**src/rtl/control_sequencer.sv**
```systemverilog
// Hardwired control unit for the single-bus CPU: fetch in T0-T2, per-opcode execute in T3-T7.
// Strobes are decoded combinationally from the current state and IR[31:27].
module control_sequencer #(
  parameter int unsigned    OP_W    = 5,
  parameter logic [OP_W-1:0] ALU_ADD = 5'b00011
) (
  input  logic             clock,
  input  logic             clear,
  input  logic [31:0]      IR,
  input  logic             CON_out,
  output logic             Gra,
  output logic             Grb,
  output logic             Grc,
  output logic             Rin,
  output logic             Rout,
  output logic             BAout,
  output logic             CON_in,
  output logic             PCout,
  output logic             ZHIout,
  output logic             ZLOout,
  output logic             MDRout,
  output logic             HIout,
  output logic             LOout,
  output logic             Inportout,
  output logic             Cout,
  output logic             PCin,
  output logic             IRin,
  output logic             MARin,
  output logic             MDRin,
  output logic             Yin,
  output logic             Zlowin,
  output logic             Zhighin,
  output logic             HIin,
  output logic             LOin,
  output logic             OutPortin,
  output logic             IncPC,
  output logic             read,
  output logic             write,
  output logic [OP_W-1:0]  operation,
  output logic             run,
  output logic [3:0]       state
);

  typedef enum logic [3:0] {
    S_RST, S_T0, S_T1, S_T2, S_T3, S_T4, S_T5, S_T6, S_T7, S_HALT
  } state_t;

  localparam logic [OP_W-1:0] OP_LD   = 5'b00000;
  localparam logic [OP_W-1:0] OP_LDI  = 5'b00001;
  localparam logic [OP_W-1:0] OP_ST   = 5'b00010;
  localparam logic [OP_W-1:0] OP_ADDI = 5'b01100;
  localparam logic [OP_W-1:0] OP_ANDI = 5'b01101;
  localparam logic [OP_W-1:0] OP_ORI  = 5'b01110;
  localparam logic [OP_W-1:0] OP_BR   = 5'b10010;
  localparam logic [OP_W-1:0] OP_JR   = 5'b10011;
  localparam logic [OP_W-1:0] OP_IN   = 5'b10110;
  localparam logic [OP_W-1:0] OP_OUT  = 5'b10111;
  localparam logic [OP_W-1:0] OP_MFHI = 5'b11000;
  localparam logic [OP_W-1:0] OP_MFLO = 5'b11001;
  localparam logic [OP_W-1:0] OP_HALT = 5'b11011;
  localparam logic [OP_W-1:0] OP_AND  = 5'b00101;
  localparam logic [OP_W-1:0] OP_OR   = 5'b00110;

  state_t          cur, nxt;
  logic [OP_W-1:0] opc;
  logic            is_ld, is_ldi, is_st, is_mem, is_alu, is_imm, is_br;
  logic            is_jr, is_in, is_out, is_mfhi, is_mflo, is_one, is_halt, is_exec;
  logic [OP_W-1:0] imm_op;
  logic            unused_ir;

  assign opc       = IR[31:27];
  assign unused_ir = ^IR[26:0];

  // Opcode class decode
  assign is_ld   = (opc == OP_LD);
  assign is_ldi  = (opc == OP_LDI);
  assign is_st   = (opc == OP_ST);
  assign is_mem  = is_ld | is_ldi | is_st;
  assign is_alu  = (opc >= 5'b00011) && (opc <= 5'b01011);
  assign is_imm  = (opc == OP_ADDI) | (opc == OP_ANDI) | (opc == OP_ORI);
  assign is_br   = (opc == OP_BR);
  assign is_jr   = (opc == OP_JR);
  assign is_in   = (opc == OP_IN);
  assign is_out  = (opc == OP_OUT);
  assign is_mfhi = (opc == OP_MFHI);
  assign is_mflo = (opc == OP_MFLO);
  assign is_one  = is_jr | is_in | is_out | is_mfhi | is_mflo;
  assign is_halt = (opc == OP_HALT);
  assign is_exec = is_mem | is_alu | is_imm | is_br | is_one;

  always_comb begin
    imm_op = ALU_ADD;
    if (opc == OP_ANDI) imm_op = OP_AND;
    else if (opc == OP_ORI) imm_op = OP_OR;
  end

  always_ff @(posedge clock or negedge clear) begin
    if (!clear) cur <= S_RST;
    else        cur <= nxt;
  end

  // Next state: each opcode class returns to T0 after its last listed state
  always_comb begin
    nxt = cur;
    case (cur)
      S_RST:  nxt = S_T0;
      S_T0:   nxt = S_T1;
      S_T1:   nxt = S_T2;
      S_T2:   nxt = is_halt ? S_HALT : (is_exec ? S_T3 : S_T0);
      S_T3:   nxt = is_one ? S_T0 : S_T4;
      S_T4:   nxt = S_T5;
      S_T5:   nxt = (is_ld | is_st | is_br) ? S_T6 : S_T0;
      S_T6:   nxt = is_br ? S_T0 : S_T7;
      S_T7:   nxt = S_T0;
      S_HALT: nxt = S_HALT;
      default: nxt = S_RST;
    endcase
  end

  always_comb begin
    Gra = 1'b0; Grb = 1'b0; Grc = 1'b0; Rin = 1'b0; Rout = 1'b0; BAout = 1'b0; CON_in = 1'b0;
    PCout = 1'b0; ZHIout = 1'b0; ZLOout = 1'b0; MDRout = 1'b0; HIout = 1'b0; LOout = 1'b0;
    Inportout = 1'b0; Cout = 1'b0;
    PCin = 1'b0; IRin = 1'b0; MARin = 1'b0; MDRin = 1'b0; Yin = 1'b0; Zlowin = 1'b0;
    Zhighin = 1'b0; HIin = 1'b0; LOin = 1'b0; OutPortin = 1'b0;
    IncPC = 1'b0; read = 1'b0; write = 1'b0;
    operation = '0;
    case (cur)
      S_T0: begin PCout = 1'b1; MARin = 1'b1; IncPC = 1'b1; Zlowin = 1'b1; end
      S_T1: begin ZLOout = 1'b1; PCin = 1'b1; read = 1'b1; MDRin = 1'b1; end
      S_T2: begin MDRout = 1'b1; IRin = 1'b1; end
      S_T3: begin
        if (is_mem) begin Grb = 1'b1; BAout = 1'b1; Yin = 1'b1; end
        else if (is_alu | is_imm) begin Grb = 1'b1; Rout = 1'b1; Yin = 1'b1; end
        else if (is_br) begin Gra = 1'b1; Rout = 1'b1; CON_in = 1'b1; end
        else if (is_jr) begin Gra = 1'b1; Rout = 1'b1; PCin = 1'b1; end
        else if (is_in) begin Inportout = 1'b1; Gra = 1'b1; Rin = 1'b1; end
        else if (is_out) begin Gra = 1'b1; Rout = 1'b1; OutPortin = 1'b1; end
        else if (is_mfhi) begin HIout = 1'b1; Gra = 1'b1; Rin = 1'b1; end
        else if (is_mflo) begin LOout = 1'b1; Gra = 1'b1; Rin = 1'b1; end
      end
      S_T4: begin
        if (is_mem) begin Cout = 1'b1; operation = ALU_ADD; Zlowin = 1'b1; end
        else if (is_alu) begin
          Grc = 1'b1; Rout = 1'b1; operation = opc; Zlowin = 1'b1; Zhighin = 1'b1;
        end
        else if (is_imm) begin Cout = 1'b1; operation = imm_op; Zlowin = 1'b1; end
        else if (is_br) begin PCout = 1'b1; Yin = 1'b1; end
      end
      S_T5: begin
        if (is_ld | is_st) begin ZLOout = 1'b1; MARin = 1'b1; end
        else if (is_ldi | is_alu | is_imm) begin ZLOout = 1'b1; Gra = 1'b1; Rin = 1'b1; end
        else if (is_br) begin Cout = 1'b1; operation = ALU_ADD; Zlowin = 1'b1; end
      end
      S_T6: begin
        if (is_ld) begin read = 1'b1; MDRin = 1'b1; end
        else if (is_st) begin Gra = 1'b1; Rout = 1'b1; MDRin = 1'b1; end
        else if (is_br && CON_out) begin ZLOout = 1'b1; PCin = 1'b1; end
      end
      S_T7: begin
        if (is_ld) begin MDRout = 1'b1; Gra = 1'b1; Rin = 1'b1; end
        else if (is_st) write = 1'b1;
      end
      default: ;
    endcase
  end

  assign run   = (cur != S_RST) && (cur != S_HALT);
  assign state = 4'(cur);

endmodule

```
**config.mk**
```make
export PLATFORM = sky130hd
export DESIGN_NAME = control_sequencer
export DESIGN_NICKNAME = d
export VERILOG_FILES = /design/src/rtl/control_sequencer.sv
export SDC_FILE = /design/constraint.sdc
export NUM_CORES = 1
export LEC_CHECK = 0
export CORE_MARGIN = 3
export CORE_UTILIZATION = 37
export CTS_BUF_LIST = sky130_fd_sc_hd__clkbuf_4 sky130_fd_sc_hd__clkbuf_8 sky130_fd_sc_hd__clkbuf_16
export DETAILED_ROUTE_END_ITERATION = 8
export GPL_ROUTABILITY_DRIVEN = 1
export PLACE_DENSITY = 0.86
export SLEW_MARGIN = 30
export SYNTH_ARGS = -nofsm -noshare
export SYNTH_HDL_FRONTEND = slang
export SYNTH_SLANG_ARGS = --single-unit
```
**constraint.sdc**
```tcl
create_clock -name clock -period 3.9 [get_ports clock]
set_input_delay 0.39 -clock clock [delete_from_list [all_inputs] [get_ports clock]]
set_output_delay 0.39 -clock clock [all_outputs]
set_load 0.01 [all_outputs]
```
==> results of run 1 <==
## metal layers
layer | global-route usage, % | routed length [µm]
met5 | 0 | 0
met4 | 8.94 | 19
met3 | 1.38 | 190
met2 | 28.5 | 1410
met1 | 22.5 | 1150
## cell type report
cell class / count / area (µm²)
fill: 231 / 1020
inverter: 4 / 15.0
clock buffer: 3 / 22.5
tap: 28 / 35.0
sequential: 4 / 100
timing repair buffer: 42 / 418
multi-input combinational: 119 / 729
## critical path, cell delays in order
cell             delay (ps)
clkdlybuf4s50_1         830
nor2b_1                 290
nand3_1                 190
o21a_1                  280
o32ai_2                 140
clkdlybuf4s50_1         580
## cell usage in the layout, fill, tap and decap left out, drive strengths merged, types with 2 or more instances in the layout
| master | n |
|---|---|
| dfrtp | 4 |
| nor2 | 16 |
| a21oi | 10 |
| conb | 4 |
| nor2b | 3 |
| nand2b | 3 |
| nor3b | 4 |
| nor3 | 7 |
| a211o | 2 |
| o211ai | 4 |
| o21ai | 12 |
| clkdlybuf4s50 | 41 |
| inv | 4 |
| nand2 | 14 |
| clkbuf | 3 |
| or2 | 4 |
| and3 | 3 |
| nand3 | 8 |
| o221ai | 2 |
| nand3b | 3 |
| a31oi | 2 |
| and2 | 4 |
## cells by family after synthesis
| logic type | Yosys count | synth area share, % |
|---|---|---|
| AND/OR/NAND/NOR | 76 | 48.2 |
| XOR/XNOR | 1 | 0.916 |
| buffers and inverters | 21 | 14.4 |
| AO/OA/AOI/OAI | 38 | 25.7 |
| other | 1 | 0.392 |
| flip-flops | 4 | 10.5 |
## Yosys cell counts (4+ instances only)
cell type and count:
nand3_1 8, dfrtp_1 4, buf_4 8, nor3_1 4, buf_2 5, o21ai_0 11, nor2_1 15, nand2_1 13
a21oi_1 10, inv_1 4, o211ai_1 4
## report_power, final
part           switching, mW  internal, mW
Combinational          0.213         0.255
Sequential            0.0719        0.0583
Clock                 0.0166        0.0344
Total                  0.301         0.348
## through the flow
| step | hold WS (ps) | utilization (%) | instance area [µm²] | total power, mW | setup WS [ps] |
|---|---|---|---|---|---|
| after floorplan | 94.4 | - | 967 | 0.401 | 2060 |
| final | 360 | 56.4 | 1320 | 0.650 | 815 |
| after global routing | 356 | 56.4 | 1320 | 0.704 | 698 |
| after CTS | 358 | 56.4 | 1320 | 0.652 | 828 |
| after global placement | 595 | 55.5 | 1300 | 0.589 | 854 |
| after detailed placement | 606 | 55.5 | 1300 | 0.598 | 828 |
## worst max-delay path by stage
stage              from  endpoint  slack [ps]  cells past startpoint
6_report         IR[28]      PCin         820                      6
4_1_cts          IR[28]       Gra         830                      6
3_5_place_dp     IR[28]       Gra         830                      6
3_3_place_gp     IR[28]       Gra         850                      6
5_1_grt          IR[28]      PCin         700                      6
2_1_floorplan  state[1]      PCin        2060                      5
==> metrics.cfg, run 1 <==
[status]
outcome=complete, no violations

[logic_synthesis]
synth_largest_type_area_fraction_pct=10.5
mapped_avg_cell_area_um2=6.78
ys_seq_area_share_pct=10.5
synth_top_area_cell=dfrtp_1
synth_cell_types=46
ys_ff_latch=4
number_of_flops_mapped_to_enable_cells_by_yosys=0
syn-cell-area_um2=956
synthCells=141
yosysWarningCount=0
async_flop_share_pct=100
synth_flop_cell=dfrtp_1
post_synth_main_area_contributors=dfrtp_1 (10%), buf_4 (6.3%), nor2_1 (5.9%)

[clock_network]
worst_skew_pair.late_latency_ps=230
root_buffer_cell=clkbuf_4
clock_tree.htree_level_count=1
clock_tree_from_tritoncts=built
number_of_buffers_created_by_cts=3
cts_setup_buffers=0
cts-root-to-sink-buffers=2
cts.hold.buffers_added=0
cts_sinks=4
clk_pin_slew_ps=40
cts_resized=0

[placed_design]
dpl.hpwl_um=2160
placed_cells=197
port-buffer-count=41
gp_routability_congestion=0.927

[setup_path]
maximum_net_fanout_on_the_critical_path=17
critPathCaptureType=output port
worstRegToRegCells=4
crit_required_ps=3510
timing_worst_setup_path_type=in2out
critical_path_arrival_ps=2690
reg2reg_setup_slack_ps=2380
critical_path.startpoint_type=input pin
worst_r2r_endpoint=state[3]
rr_startpoint=state[2]

[sta]
final-setup-viol-count=0
fin_crit_ps=3080
slew_viol_final=0
unrepaired_setup_endpoints_after_global_routing=false
finalHoldViolCount=0
worst_slew_margin_rel_pct=54.1
period_share_pct=79.1
tightestPinTransition_ps=688
clock.fmax_mhz=324
final.setup.tns_ps=0
timing.clock.skew_ps=4.86

[drt]
wl_um=2780
post-route-drc-count=0
avgRoutedWirePerCell_um=13.9
dr.first_iter.drc_count=66
drtAntennaViolNets=0
drt-pass1-iter-count=4
drt-vias-per-instance=5.71
vias=1141

[hold_path]
min-delay-path-class=in2async

[floorplan]
die_width_um=56.8
floorplan.die.height_um=56.8
coreArea_um2=2340
top_level_ports=73
design.die.area_um2=3230
floorplan.initialDensity_pct=40.9
rows=17

[layout]
post_layout_nonfiller_instances=200
drive_gt1_share_pct=10.5
largest_register_ffs=4
syn_to_final_growth_pct=38.1
final_layout_net_count=209
antenna_cells_inserted=0

[global_routing]
grt_pass1_wl_um=4690
grt_max_degree=21
grt_antenna_before_repair=0
global_route.usage.total_pct=17.4
first_global_vias=1055
grt_overflow_total=0

[pwr]
powerDensity_nw_per_um2=492
power.static_leakage_nw=0.492
irDropWorstVdd_uv=320

[flow_run]
timing.max_cap.violations=0

No activity file was read; power rests on OpenSTA's default activity.
==> run 2, diff against run 1 <==
--- a/config.mk
+++ b/config.mk
@@ -6,11 +6,11 @@
 export NUM_CORES = 1
 export LEC_CHECK = 0
 export CORE_MARGIN = 3
-export CORE_UTILIZATION = 37
+export CORE_UTILIZATION = 31
 export CTS_BUF_LIST = sky130_fd_sc_hd__clkbuf_4 sky130_fd_sc_hd__clkbuf_8 sky130_fd_sc_hd__clkbuf_16
 export DETAILED_ROUTE_END_ITERATION = 8
 export GPL_ROUTABILITY_DRIVEN = 1
-export PLACE_DENSITY = 0.86
+export PLACE_DENSITY = 0.77
 export SLEW_MARGIN = 30
 export SYNTH_ARGS = -nofsm -noshare
 export SYNTH_HDL_FRONTEND = slang
==> constraint.sdc (replaced) <==
create_clock -name clock -period 2.5 [get_ports clock]
set_input_delay 0.25 -clock clock [delete_from_list [all_inputs] [get_ports clock]]
set_output_delay 0.25 -clock clock [all_outputs]
set_load 0.01 [all_outputs]
==> run 2 against run 1 <==
Compared with the run above: first-iteration DRC count down 26%; sequential cell count unchanged; clock skew down 4.8 ps; non-clock buffer count up 22; cell count up 13%; critical path type unchanged; critical endpoint is now Rout; largest cell class unchanged.
==> metrics.cfg, run 2 (same netlist as run 1, synthesis figures left out) <==
[status]
outcome=complete, no violations

[clock_network]
cts-root-to-sink-buffers=2
root_buffer_cell=clkbuf_4
cts.hold.buffers_added=0
worst_skew_pair.late_latency_ps=230
clk_pin_slew_ps=40
clock_tree.htree_level_count=1
number_of_buffers_created_by_cts=3
cts_setup_buffers=0
clock_tree_from_tritoncts=built
cts_sinks=4

[setup_path]
critical-path-slowest-cell=clkdlybuf4s50_1
maximum_net_fanout_on_the_critical_path=6
timing_worst_setup_path_type=in2out
worst_setup_path_endpoint=Rout
worst_r2r_endpoint=state[3]
critical-path-max-stage-delay_ps=570
worst-path-stages=8
crit_required_ps=2250
worstPathCellList=clkdlybuf4s50_1, buf_4, buf_4, and2_1, a21oi_1, o211ai_1, o211ai_1, clkdlybuf4s50_1
critical_path_arrival_ps=2170
critical_path.startpoint_type=input pin
worstRegToRegCells=6
critical-path-top-delay-family=buffers and inverters
crit_path_start=IR[27]
rr_startpoint=state[2]
reg2reg_setup_slack_ps=1060
critPathCaptureType=output port
critPathBufInv=4

[pwr]
switchingPower_uw=480
powerDensity_nw_per_um2=701
internal_power_uw=599
combPwrFrac_pct=78.9
p_seq_share_pct=14.0
share_clk_of_total_power_pct=7.1
power.static_leakage_nw=0.784
switching_share_pct=44.5
irDropWorstVdd_uv=265

[sta]
slew_viol_final=0
final.hold.worst_slack_ps=221
final-setup-viol-count=0
clock.fmax_mhz=413
timing.clock.skew_ps=0.0847
finalHoldViolCount=0
period_share_pct=96.9
final.setup.tns_ps=0
unrepaired_setup_endpoints_after_global_routing=false
fin_crit_ps=2420

[drt]
wl_um=2890
drt-vias-per-instance=5.24
drtAntennaViolNets=0
post-route-drc-count=0
vias=1179
dr.first_iter.drc_count=49
avgRoutedWirePerCell_um=12.8
drt-pass1-iter-count=4

[layout]
stdcell_area_um2=1540
post_layout_nonfiller_instances=225
layout.cells.most_common=clkdlybuf4s50_1
antenna_cells_inserted=0
largest_register_ffs=4
filler_cell_count=297
drive_gt1_share_pct=21.6
syn_to_final_growth_pct=61.0
most-common-layout-cells=clkdlybuf4s50_1 (29), buf_4 (21), nor2_1 (14), nand2_1 (13), dlymetal6s2s_1 (12)
final_layout_net_count=231

[floorplan]
floorplan.die.height_um=61.5
rows=19
design.die.area_um2=3790
die_width_um=61.5
floorplan.initialDensity_pct=33.5
top_level_ports=73
coreArea_um2=2850

[global_routing]
first_global_vias=1062
grt_pass1_wl_um=4700
grt_overflow_total=0
grt_max_degree=14
global_route.usage.total_pct=15.8
grt_antenna_before_repair=0

[placed_design]
placement.cell_area_um2=1470
dpl.hpwl_um=2340
placed_cells=222
port-buffer-count=41
gp_routability_congestion=0.847

[hold_path]
min-delay-path-class=in2async

[flow_run]
timing.max_cap.violations=0

==> run 2: cell count changes in the layout (fill, tap and decap cells not counted) <==
cell | before | now
dfrtp_1 | 4 | 3
nor2_1 | 15 | 14
nor4_2 | 1 | 0
buf_4 | 1 | 21
clkdlybuf4s50_1 | 41 | 29
dfrtp_2 | 0 | 1
nor2_2 | 0 | 1
buf_6 | 0 | 2
dlymetal6s2s_1 | 0 | 12
nor4_4 | 0 | 1
==> run 2: layout make-up <==
cell class	instances	area, µm²	share of cell area (%)
Clock buffer	3	22.5	1.46
Inverter	4	15.0	0.976
Multi-Input combinational cell	119	741	48.1
Sequential cell	4	101	6.59
Tap cell	31	38.8	2.52
Timing Repair Buffer	64	621	40.3
==> run 2: how the worst min path moves through the flow <==
stage	startpoint	endpoint	slack, ps
2_1_floorplan	clear	state[0]	-50
5_1_grt	clear	state[0]	230
6_report	clear	state[0]	220
4_1_cts	clear	state[0]	220
3_3_place_gp	clear	state[0]	460
3_5_place_dp	clear	state[0]	460
==> run 2: stage by stage <==
stage	util [%]	total power, mW	worst slack, ps
final	53.9	1.08	76.6
after global placement	51.4	1.00	9.90
after CTS	52.2	1.09	18.8
after floorplan	-	0.626	805
after detailed placement	51.4	1.01	26.0
after global routing	53.9	1.18	16.3
==> run 2: power groups by stage <==
stage                     sequential, mW  clock (mW)  combinational (mW)
after global placement             0.150           0               0.855
after CTS                          0.150      0.0801               0.863
after global routing               0.162      0.0861               0.935
after detailed placement           0.151           0               0.861
after floorplan                    0.121           0               0.505
final                              0.152      0.0764               0.852
==> run 2: what timing repair did <==
| action | 4_1_cts | 5_1_grt |
|---|---|---|
| hold endpoints to repair | 0 | 0 |
| setup endpoints to repair | 0 | 10 |
| resized for setup | 0 | 17 |
==> run 2: worst register-to-register path, stage by stage (launching register included) <==
cell and delay, ps:
dfrtp_1 460, buf_4 200, nor3b_1 280, buf_4 190
a31oi_1 50, o21ai_0 80, and2_1 130
==> run 2: per-layer routing <==
metal / part of all wire, % / track usage (%) / up-vias
li1: - / - / 599
met4: 0 / 0 / 0
met1: 47 / 22.8 / 537
met5: 0 / 0 / -
met3: 4.5 / 1.05 / 0
met2: 48 / 27.4 / 43
==> run 3, diff against run 2 <==
--- a/config.mk
+++ b/config.mk
@@ -10,6 +10,7 @@
 export CTS_BUF_LIST = sky130_fd_sc_hd__clkbuf_4 sky130_fd_sc_hd__clkbuf_8 sky130_fd_sc_hd__clkbuf_16
 export DETAILED_ROUTE_END_ITERATION = 8
 export GPL_ROUTABILITY_DRIVEN = 1
+export GPL_TIMING_DRIVEN = 0
 export PLACE_DENSITY = 0.77
 export SLEW_MARGIN = 30
 export SYNTH_ARGS = -nofsm -noshare
==> run 3 against run 2 <==
Compared with the run above: global-route usage shrank 0.12 points; critical path type unchanged; count of clock-buffer cells in the layout unchanged; non-clock buffer count is 5 lower.
==> metrics.cfg, run 3 (same netlist as run 1, synthesis figures left out) <==
[status]
outcome=complete, no violations

[global_routing]
grt_pass1_wl_um=4620
grt_antenna_before_repair=0
gr-usage-met2_pct=25.4
busiest_layer=met2
globalRouteMet3Util_pct=1.89
grt_max_degree=11
grt_overflow_total=0
grt.met1_usage_pct=23.6
global_route.usage.total_pct=15.7
first_global_vias=983

[floorplan]
floorplan.initialDensity_pct=33.5
floorplan.die.height_um=61.5
die_width_um=61.5
design.die.area_um2=3790
rows=19
coreArea_um2=2850
top_level_ports=73

[setup_path]
critical_path_arrival_ps=2160
crit_required_ps=2250
critical-path-max-stage-delay_ps=570
critical-path-slowest-cell=clkdlybuf4s50_1
critPathCaptureType=output port
timing.critical_path.mode_cell=clkdlybuf4s50_1
maximum_net_fanout_on_the_critical_path=10
timing_worst_setup_path_type=in2out
critical_path.startpoint_type=input pin
worstPathCellList=clkdlybuf4s50_1, buf_6, nor2_2, nand3_1, o21a_1, o22ai_1, clkdlybuf4s50_1

[pwr]
report.power.total_mw=1.09
irDropWorstVdd_uv=333
internal_power_uw=601
p_seq_share_pct=9.8
share_clk_of_total_power_pct=7.1
switching_share_pct=44.9
power.static_leakage_nw=0.650
powerDensity_nw_per_um2=738
switchingPower_uw=490
combPwrFrac_pct=83.1

[clock_network]
root_buffer_cell=clkbuf_4
cts_sinks=4
cts.hold.buffers_added=0
clk_pin_slew_ps=40
cts-root-to-sink-buffers=2
clock_tree_from_tritoncts=built
clock_tree.htree_level_count=1
worst_skew_pair.late_latency_ps=230
number_of_buffers_created_by_cts=3

[layout]
post-route-util_pct=51.8
post_layout_nonfiller_instances=220
antenna_cells_inserted=0
largest_register_ffs=4
filler_cell_count=305
most-common-layout-cells=clkdlybuf4s50_1 (32), nor2_1 (14), nand2_1 (13), o21ai_0 (11)
syn_to_final_growth_pct=54.6
drive_gt1_share_pct=19.6
layout.cells.most_common=clkdlybuf4s50_1
final_layout_net_count=226

[sta]
finalHoldViolCount=0
timing.clock.skew_ps=2.95
tightestPinTransition_ps=531
unrepaired_setup_endpoints_after_global_routing=false
final.setup.tns_ps=0
final-setup-viol-count=0
clock.fmax_mhz=416
worst_slew_margin_rel_pct=64.5
setup_slack_ps=93.3
period_share_pct=96.3
slew_viol_final=0
fin_crit_ps=2410

[placed_design]
dpl.hpwl_um=2240
placement_stage_worst_setup_slack_ps=-154
gp_routability_congestion=0.883
port-buffer-count=41
placed_cells=216

[drt]
drt-pass1-iter-count=4
dr.first_iter.drc_count=35
vias=1164
wl_um=2850
drt-vias-per-instance=5.29
drtAntennaViolNets=0
avgRoutedWirePerCell_um=12.9
post-route-drc-count=0

[flow_run]
timing.max_cap.violations=0

[hold_path]
min-delay-path-class=in2async

run 3: cell count changes in the layout (fill, tap and decap cells not counted), moves of 3 or more:
cell | before | now
buf_4 | 21 | 10
clkbuf_4 | 3 | 6
clkdlybuf4s50_1 | 29 | 32
dlygate4sd2_1 | 0 | 5
dlymetal6s2s_1 | 12 | 4
run 3: final cells by class:
class                      count  area [µm²]  share of cell area (%)
clock buffer                   3        22.5                    1.52
tap                           31        38.8                    2.62
sequential                     4         100                    6.77
multi-input combinational    119         746                    50.5
buffer                        17         134                    9.06
timing repair buffer          42         422                    28.5
inverter                       4        15.0                    1.02
run 3: worst max-delay path, delay by kind of cell:
family                 cells  cell delay, ps
buffers and inverters      3            1170
AO/OA/AOI/OAI              2             430
AND/OR/NAND/NOR            2             300
run 3: power groups by stage:
| stage | logic (mW) | registers, mW | clock network (mW) |
|---|---|---|---|
| 2_1_floorplan | 0.505 | 0.121 | 0 |
| 3_3_place_gp | 0.889 | 0.109 | 0 |
| 3_5_place_dp | 0.895 | 0.109 | 0 |
| 4_1_cts | 0.893 | 0.108 | 0.0816 |
| 5_1_grt | 0.985 | 0.111 | 0.0874 |
| 6_report | 0.906 | 0.107 | 0.0774 |
run 3: per-stage QoR:
step                      hold slack [ps]  instance area, µm²
after floorplan                     -45.6                 967
after global placement                463                1420
after detailed placement              463                1420
after CTS                             213                1440
after global routing                  222                1480
final                                 217                1480
run 3: path summary, 6_finish.rpt:
path | from | to | slack, ps | cells after the start
hold / removal | clear | state[0] | 220 | 1
min in group clock | IR[30] | state[2] | 610 | 4
max in group asynchronous | clear | state[2] | 2120 | 1
setup reg to reg | state[3] | state[3] | 1070 | 5
setup / recovery | IR[29] | ZLOout | 90 | 7
hold reg to reg | state[3] | state[1] | 650 | 2
run 3: timing repair:
item,4_1_cts,5_1_grt
gates resized for setup,6,13
pin swaps,0,1
endpoints found under the setup margin,8,13
gates cloned,0,0
setup buffers,0,1
run 3: per-layer routing:
layer | up-vias | share of wire [%]
li1 | 591 | -
met1 | 536 | 49
met4 | 0 | 0
met5 | - | 0
met3 | 0 | 5.9
met2 | 37 | 46
